==> config.mk <==
export PLATFORM = sky130hd
export DESIGN_NAME = seq_divider_flat
export DESIGN_NICKNAME = d
export VERILOG_FILES = /design/src/rtl/div_pkg.sv /design/src/rtl/seq_divider_if.sv /design/src/rtl/div_step.sv /design/src/rtl/seq_divider.sv /design/src/flat_wrapper.sv
export SDC_FILE = /design/constraint.sdc
export NUM_CORES = 1
export LEC_CHECK = 0
export ABC_CLOCK_PERIOD_IN_PS = 2270
export CORE_MARGIN = 2
export CORE_UTILIZATION = 50
export DETAILED_ROUTE_END_ITERATION = 10
export HOLD_SLACK_MARGIN = 0.03
export PLACE_DENSITY = 0.76
export SLEW_MARGIN = 40
export SYNTH_ARGS = -nofsm -noshare
export SYNTH_HDL_FRONTEND = slang
export SYNTH_SLANG_ARGS = --single-unit
==> constraint.sdc <==
create_clock -name clk -period 2.27 [get_ports clk]
set_input_delay 0.454 -clock clk [delete_from_list [all_inputs] [get_ports clk]]
set_output_delay 0.454 -clock clk [all_outputs]
set_load 0.05 [all_outputs]
==> src/rtl/div_pkg.sv <==
// Shared types and constants for the sequential divider.
package div_pkg;

    localparam int unsigned DIV_WIDTH_DEFAULT = 8;

    typedef enum logic [1:0] {
        StIdle,
        StCalc,
        StSign,
        StDone
    } div_state_t;

endpackage

==> src/rtl/seq_divider_if.sv <==
// Request/result bundle between a divider client and the divider.
interface seq_divider_if
    import div_pkg::*;
#(
    parameter int unsigned WIDTH = DIV_WIDTH_DEFAULT
) ();

    logic             start;
    logic             signed_mode;
    logic [WIDTH-1:0] dividend;
    logic [WIDTH-1:0] divisor;
    logic             busy;
    logic             done;
    logic [WIDTH-1:0] quo;
    logic [WIDTH-1:0] rem;
    logic             div_err;

    modport master (
        output start, signed_mode, dividend, divisor,
        input  busy, done, quo, rem, div_err
    );

    modport slave (
        input  start, signed_mode, dividend, divisor,
        output busy, done, quo, rem, div_err
    );

endinterface

==> src/rtl/div_step.sv <==
// One restoring shift-subtract step on unsigned magnitudes.
module div_step #(
    parameter int unsigned WIDTH = 8
) (
    input  logic [WIDTH-1:0] part_in,
    input  logic             bit_in,
    input  logic [WIDTH-1:0] divisor,
    output logic [WIDTH-1:0] part_out,
    output logic             q_bit
);

    logic [WIDTH:0]   shifted;
    logic [WIDTH-1:0] diff;

    // Shift in the next dividend bit, subtract when the divisor fits.
    always_comb begin
        shifted = {part_in, bit_in};
        q_bit   = (shifted >= {1'b0, divisor});
        // part_in < divisor, so a successful subtract always fits in WIDTH bits
        diff     = shifted[WIDTH-1:0] - divisor;
        part_out = q_bit ? diff : shifted[WIDTH-1:0];
    end

endmodule

==> src/rtl/seq_divider.sv <==
// Sequential restoring divider, signed or unsigned, one quotient bit per cycle.
module seq_divider
    import div_pkg::*;
#(
    parameter int unsigned WIDTH = DIV_WIDTH_DEFAULT
) (
    input logic          clk,
    input logic          rst,
    seq_divider_if.slave bus
);

    localparam int unsigned      CNT_W    = $clog2(WIDTH + 1);
    localparam logic [WIDTH-1:0] MOST_NEG = {1'b1, {(WIDTH - 1){1'b0}}};
    localparam logic [CNT_W-1:0] LAST_CNT = CNT_W'(WIDTH - 1);

    div_state_t       state_q, state_d;
    logic [WIDTH-1:0] acc_q, acc_d;      // dividend magnitude, becomes quotient
    logic [WIDTH-1:0] part_q, part_d;    // partial remainder
    logic [WIDTH-1:0] dvs_q, dvs_d;      // divisor magnitude
    logic [CNT_W-1:0] cnt_q, cnt_d;
    logic             neg_quo_q, neg_quo_d;
    logic             neg_rem_q, neg_rem_d;
    logic [WIDTH-1:0] quo_q, quo_d;
    logic [WIDTH-1:0] rem_q, rem_d;
    logic             err_q, err_d;

    logic             dvd_neg, dvs_neg;
    logic [WIDTH-1:0] dvd_mag, dvs_mag;
    logic [WIDTH-1:0] step_part;
    logic             step_bit;

    div_step #(
        .WIDTH (WIDTH)
    ) u_step (
        .part_in  (part_q),
        .bit_in   (acc_q[WIDTH-1]),
        .divisor  (dvs_q),
        .part_out (step_part),
        .q_bit    (step_bit)
    );

    // Operand magnitudes; the most negative value maps to its unsigned bit pattern.
    always_comb begin
        dvd_neg = bus.signed_mode & bus.dividend[WIDTH-1];
        dvs_neg = bus.signed_mode & bus.divisor[WIDTH-1];
        dvd_mag = dvd_neg ? (~bus.dividend + 1'b1) : bus.dividend;
        dvs_mag = dvs_neg ? (~bus.divisor + 1'b1) : bus.divisor;
    end

    // Next-state and datapath updates.
    always_comb begin
        state_d   = state_q;
        acc_d     = acc_q;
        part_d    = part_q;
        dvs_d     = dvs_q;
        cnt_d     = cnt_q;
        neg_quo_d = neg_quo_q;
        neg_rem_d = neg_rem_q;
        quo_d     = quo_q;
        rem_d     = rem_q;
        err_d     = err_q;
        case (state_q)
            StIdle: begin
                if (bus.start) begin
                    if (bus.divisor == '0 || (bus.signed_mode && bus.dividend == MOST_NEG
                                              && bus.divisor == '1)) begin
                        state_d = StDone;
                        quo_d   = '0;
                        rem_d   = '0;
                        err_d   = 1'b1;
                    end else begin
                        state_d   = StCalc;
                        acc_d     = dvd_mag;
                        dvs_d     = dvs_mag;
                        part_d    = '0;
                        cnt_d     = '0;
                        neg_quo_d = dvd_neg ^ dvs_neg;
                        neg_rem_d = dvd_neg;
                    end
                end
            end
            StCalc: begin
                acc_d  = {acc_q[WIDTH-2:0], step_bit};
                part_d = step_part;
                cnt_d  = cnt_q + 1'b1;
                if (cnt_q == LAST_CNT) begin
                    state_d = StSign;
                end
            end
            StSign: begin
                quo_d   = neg_quo_q ? (~acc_q + 1'b1) : acc_q;
                rem_d   = neg_rem_q ? (~part_q + 1'b1) : part_q;
                err_d   = 1'b0;
                state_d = StDone;
            end
            StDone: begin
                state_d = StIdle;
            end
            default: begin
                state_d = StIdle;
            end
        endcase
    end

    // State and datapath registers.
    always_ff @(posedge clk or posedge rst) begin
        if (rst) begin
            state_q   <= StIdle;
            acc_q     <= '0;
            part_q    <= '0;
            dvs_q     <= '0;
            cnt_q     <= '0;
            neg_quo_q <= 1'b0;
            neg_rem_q <= 1'b0;
            quo_q     <= '0;
            rem_q     <= '0;
            err_q     <= 1'b0;
        end else begin
            state_q   <= state_d;
            acc_q     <= acc_d;
            part_q    <= part_d;
            dvs_q     <= dvs_d;
            cnt_q     <= cnt_d;
            neg_quo_q <= neg_quo_d;
            neg_rem_q <= neg_rem_d;
            quo_q     <= quo_d;
            rem_q     <= rem_d;
            err_q     <= err_d;
        end
    end

    assign bus.busy    = (state_q != StIdle);
    assign bus.done    = (state_q == StDone);
    assign bus.quo     = quo_q;
    assign bus.rem     = rem_q;
    assign bus.div_err = err_q;

endmodule

==> src/flat_wrapper.sv <==
// flat-port wrapper written by rule: the top's interface ports become plain ports
module seq_divider_flat import div_pkg::*;
#(
    parameter int unsigned WIDTH = DIV_WIDTH_DEFAULT
)
  (clk, rst, bus_start, bus_signed_mode, bus_dividend, bus_divisor, bus_busy, bus_done, bus_quo, bus_rem, bus_div_err);
  seq_divider_if #(.WIDTH(WIDTH)) bus_i ();
  input logic clk;
  input logic rst;
  input wire logic [$bits(bus_i.start)-1:0] bus_start;
  input wire logic [$bits(bus_i.signed_mode)-1:0] bus_signed_mode;
  input wire logic [$bits(bus_i.dividend)-1:0] bus_dividend;
  input wire logic [$bits(bus_i.divisor)-1:0] bus_divisor;
  output wire logic [$bits(bus_i.busy)-1:0] bus_busy;
  output wire logic [$bits(bus_i.done)-1:0] bus_done;
  output wire logic [$bits(bus_i.quo)-1:0] bus_quo;
  output wire logic [$bits(bus_i.rem)-1:0] bus_rem;
  output wire logic [$bits(bus_i.div_err)-1:0] bus_div_err;
  assign bus_i.start = bus_start;
  assign bus_i.signed_mode = bus_signed_mode;
  assign bus_i.dividend = bus_dividend;
  assign bus_i.divisor = bus_divisor;
  assign bus_busy = bus_i.busy;
  assign bus_done = bus_i.done;
  assign bus_quo = bus_i.quo;
  assign bus_rem = bus_i.rem;
  assign bus_div_err = bus_i.div_err;
  seq_divider #(.WIDTH(WIDTH)) u_core (.clk(clk), .rst(rst), .bus(bus_i));
endmodule
# Yosys cells after proc, flatten, opt, wreduce, memory -nomap -nowiden
# Index checks and enable logic that the tools add are counted.
dict set report op_classes {
  bitwise_logic 8
  magnitude_cmp 1
  muxes 25
  add_sub_neg 6
  n_eq_ne 10
  reduce_logical 12
}
# operator n
set ops {}
lappend ops {{two-way mux 8 bit} 11}
lappend ops {{one-hot mux 8 bit (2 select lines)} 4}
lappend ops {{adder 8 x 1 -> 8 bit (second input constant)} 4}
lappend ops {{inverter 8 bit} 4}
lappend ops {{equality test 8 bit (second input constant)} 2}
lappend ops {{>= comparator 9 x 8 -> 1 bit} 1}
lappend ops {{AND reduction 3 bit} 3}
lappend ops {{zero test 8 bit} 1}
lappend ops {{two-way mux 4 bit} 2}
lappend ops {{one-hot mux 2 bit (4 select lines)} 1}
lappend ops {{one-hot mux 4 bit (2 select lines)} 1}
lappend ops {{subtractor 8 bit} 1}
lappend ops {{two-way mux 2 bit} 3}
lappend ops {{nonzero test 2 bit} 3}
lappend ops {{adder 4 x 1 -> 4 bit (second input constant)} 1}
lappend ops {{equality test 2 bit (second input constant)} 2}
lappend ops {{equality test 4 x 3 -> 1 bit (second input constant)} 1}
lappend ops {{inequality test 2 x 1 -> 1 bit (second input constant)} 2}
lappend ops {{inequality test 2 bit (second input constant)} 2}
lappend ops {{bitwise AND 1 bit} 2}
lappend ops {{equality test 2 x 1 -> 1 bit (second input constant)} 1}
lappend ops {{logical AND 1 bit} 2}
lappend ops {{zero test 2 bit} 1}
lappend ops {{two-way mux 1 bit} 2}
lappend ops {{other kinds (5)} 5}
dict set report word_totals {
  input_bits 20
  regBits 49
  word_cells 72
  output_inout_bits 19
}

# Longest topological paths before layout
dict set report depth {
  ltp_word 7
  mapped_depth 10
  ltp_nobuf 10
}

# Modules after synthesis
# A second synthesis with hierarchy kept.
dict set report hier_totals {
  cells_unflattened 358
  hier_area_um2 3279.4
}
# mod instances cells_per_inst area_per_inst_um2
set by_module_without_submodules {}
lappend by_module_without_submodules {seq_divider 1 289 2758.9}
lappend by_module_without_submodules {div_step 1 69 520.5}

# Worst setup path before layout
# Ideal clock, no wire load.
dict set report synth_path {
  path_type {input to register}
  from {input port bus_dividend[0]}
  to {register u_core.part_q[4]}
  path_buffers 1
  required_time_ns 2.144
  cell_stages 9
  arrival_time_ns 2.221
  setup_slack_ns -0.077
  path_cell_list {inv_1 ha_1 or3b_4 nor4_4 or2_4 a21oi_2 and2_1 buf_6 a221o_1}
}
dict set report synth_between {
  elab_chain_cells 6
}
# element line_no
set synth_lines {}
lappend synth_lines {{start: declaration} flat_wrapper.sv:12} ;# input wire logic [$bits(bus_i.dividend)-1:0] bus_dividend;
lappend synth_lines {{equality test 8 bit} seq_divider.sv:65} ;# if (bus.divisor == '0 || (bus.signed_mode && bus.dividend == MOST_NEG
lappend synth_lines {{logical AND 1 bit} seq_divider.sv:65}
lappend synth_lines {{logical AND 1 bit} seq_divider.sv:66} ;# && bus.divisor == '1)) begin
lappend synth_lines {{logical OR 1 bit} seq_divider.sv:65}
lappend synth_lines {{inequality test 2 bit (no line)} --}
lappend synth_lines {{AND reduction 3 bit (no line)} --}
lappend synth_lines {{end signal: assignment} seq_divider.sv:121} ;# part_q <= part_d;
lappend synth_lines {{end: declaration} seq_divider.sv:18} ;# logic [WIDTH-1:0] part_q, part_d;
# Every way passes these cells.
# A chain may end at the register's enable or synchronous reset.

# Final worst setup path
dict set report layout_path {
  from {input port bus_divisor[6]}
  to {register u_core.part_q[0]}
}
dict set report layout_between {
  elab_chain_cells 5
}
# element line_no
set layout_lines {}
lappend layout_lines {{start: declaration} flat_wrapper.sv:13} ;# input wire logic [$bits(bus_i.divisor)-1:0] bus_divisor;
lappend layout_lines {{equality test 8 bit} seq_divider.sv:66}
lappend layout_lines {{logical AND 1 bit} seq_divider.sv:66}
lappend layout_lines {{logical OR 1 bit *} seq_divider.sv:65}
lappend layout_lines {{inequality test 2 bit (no line) *} --}
lappend layout_lines {{AND reduction 3 bit (no line) *} --}
# Mark *: on every way between the ends. The rest lies on a longest branch, timed or not.

==> qor.yml <==
tritoncts: "done"
area_growth_pct: 34.32
worstSetupPathType: "input pin to flop"
vias_per_cell: 5.623
fp.dieW_um: 83.10
max_stage_delay_ns: 0.47
fin_skew_ns: 0.007469
yosys_warnings: 0
initial_core_util_pct: 52.21
route.detailed.drc: 0
clk_latency_ns: 0.31
netlist_area_sq_um: 3128
worstMarginPinSlew_ns: 0.5509
die_h_um: 83.10
cpMaxStageDelayCell: "clkdlybuf4s50_1"
grt_pass1_wl_mm: 13.26
grt_max_degree: 26
holdCritPathClass: "flop to flop"
hold_viol: 0
place_congestion: 0.8975
cts_max_path_buffers: 2
coreArea_sq_um: 5991
vias: 2862
end_kind: "flop"
grt_pass1_vias: 2844
synth_edf_count: 0
pin_count: 39
required_ns: 2.47
setup_viol: 0
async_flop_share_pct: 100.0
firstDrtPassIters: 4
dp_hpwl_mm: 5.762
start_kind: "input pin"
leakage_uw: 0.001899
drv_cap: 0
place_inst: 494
root_buffer: "clkbuf_8"
syn-num-nets: 387
avgSynthCellArea_sq_um: 8.989
cellPowerDensity_nw_per_um2: 1429
layout_common_cells: "buf_4, dfrtp_1, nand2_1, o21ai_0, clkdlybuf4s50_1"
total_power_uw: 6005
synth_seq_area_share_pct: 39.20
crit_top_cell: "buf_4"
period_minus_slack_ns: 2.231
die-area_sq_um: 6905
stdcell_count: 509
outcome: "finished, final reports clean"
routed_wl_mm: 7.757
period_share_pct: 98.27
drive_above_1_share_pct: 21.43
final_nets: 472
track_usage_pct: 23.22
arrival_ns: 2.43
path_max_fanout: 7
drv_slew: 0
n_antenna_cell: 0
numPortBuffers: 38
cts.sinks: 49
row_count: 28
synth_flop_cell: "dfrtp_1"
synth_seq_cells: 49
path_cells: "clkdlybuf4s50_1 > buf_4 > nand4_1 > nor4_4 > buf_4 > or2_4 > a21oi_2 > and2_4 > a221o_1"
wl_per_cell_um: 15.24
clk_pin_slew_ns: 0.10
drtIter0Drc: 194
max_freq_ghz: 0.4483
synth.distinct_cells: 57
numCtsBuffers: 5
antenna_found_initial: 0
max_slew_margin_pct: 63.22
overflow: 0
ant_nets: 0
htreeDepth: 2
ir_worst_vdd_uv: 794.2
synthCells: 348
-- through the flow --
step / utilization (%) / setup slack [ns] / TNS, ns / area (sq um) / hold WS [ns]
floorplan: - / 0.04444 / 0 / 3134 / 0.4498
global placement: 65.52 / -0.3762 / -12.82 / 3925 / 0.4597
detailed placement: 65.52 / -0.4738 / -16.34 / 3925 / 0.4691
CTS: 69.07 / 0.01039 / 0 / 4138 / 0.4886
global route: 70.13 / -0.01107 / -0.01987 / 4202 / 0.5149
finish: 70.13 / 0.03932 / 0 / 4202 / 0.4850
-- repair_timing --
action | 4_1_cts | 5_1_grt
setup buffers | 4 | 2
endpoints found under the setup margin | 30 | 28
gates cloned | 1 | 0
hold endpoints to repair | 0 | 0
gates resized for setup | 19 | 18
pin swaps | 8 | 6
hold buffers | 0 | 0
-- sequential cells by signal (all words and copies together), names as in the netlist --
name and flops:
u_core.state_q 2, u_core.bus.div_err 1, u_core.neg_quo_q 1, u_core.part_q 8, u_core.bus.quo 8, u_core.acc_q 8, u_core.cnt_q 4, u_core.bus.rem 8
u_core.neg_rem_q 1, u_core.dvs_q 8
-- final timing paths --
path | depth (start not counted) | startpoint | to | slack (ns)
worst max-delay path | 9 | bus_divisor[6] | u_core.part_q[0] | 0.04
worst min-delay path | 2 | u_core.bus.quo[4] | u_core.bus.quo[4] | 0.48
worst max register to register | 10 | u_core.acc_q[7] | u_core.part_q[6] | 0.13
worst min register to register | 2 | u_core.bus.quo[4] | u_core.bus.quo[4] | 0.48
max in group asynchronous | 3 | rst | u_core.dvs_q[5] | 1.25
min in group asynchronous | 2 | rst | u_core.bus.rem[5] | 0.50
-- cell usage after synthesis (all sizes together) (2+ instances only) --
cell type / n / area, sq um
mux2i: 6 / 60.06
a221o: 6 / 60.06
dfrtp: 49 / 1226
nor4: 2 / 27.53
nor2: 20 / 75.07
and2: 2 / 12.51
o21a: 3 / 22.52
nor3: 11 / 55.05
nand2b: 2 / 12.51
xor2: 10 / 87.58
o22ai: 6 / 37.54
a21oi: 18 / 93.84
a211oi: 2 / 15.01
xnor2: 18 / 157.7
ha: 18 / 225.2
or2: 3 / 21.27
a211o: 2 / 17.52
clkbuf: 9 / 33.78
a32oi: 3 / 26.28
a2111oi: 2 / 17.52
nand2: 48 / 182.7
o31ai: 7 / 66.31
nor3b: 2 / 15.01
o21ai: 38 / 190.2
a21o: 3 / 22.52
or3: 6 / 38.79
inv: 24 / 90.09
buf: 4 / 28.78
nor2b: 3 / 18.77
nand3: 3 / 15.01
-- routing by layer --
layer  GRT usage [%]  up-vias  wire length [um]
met2           39.66      108              3865
met3           3.579       14               399
met5               0        -                 0
met1           30.17     1336              3372
met4           7.601        0               121
li1                -     1404                 -
-- logic make-up (layout without fill, tap and decap cells) --
kind of cell             Yosys count  after routing  synth area share, %
AO/OA/AOI/OAI                    100            100                21.16
XOR/XNOR                          28             28                7.840
adder cells (fa/ha/maj)           19             19                7.840
buffers and inverters             37            123                4.880
flip-flops                        49             49                39.20
multiplexers                       6              6                1.920
AND/OR/NAND/NOR                  109            109                17.16
-- cell type report --
type / instances / area, sq um
multi-input combinational: 262 / 1846
clock inverter: 2 / 37.54
clock buffer: 6 / 82.58
fill: 461 / 1789
sequential: 49 / 1226
timing repair buffer: 91 / 825.8
tap: 75 / 93.84
inverter: 24 / 90.09
-- critical path: cells and delay by family --
family	cells	cell delay [ns]
AO/OA/AOI/OAI	2	0.39
buffers and inverters	3	0.75
AND/OR/NAND/NOR	4	0.84
-- where the power goes --
| group | internal (uW) | total, uW | switching [uW] |
|---|---|---|---|
| clock | 359 | 671 | 312 |
| sequential | 1250 | 1570 | 328 |
| combinational | 1660 | 3760 | 2100 |
| total | 3270 | 6010 | 2740 |
No activity file was read; power rests on OpenSTA's default activity.
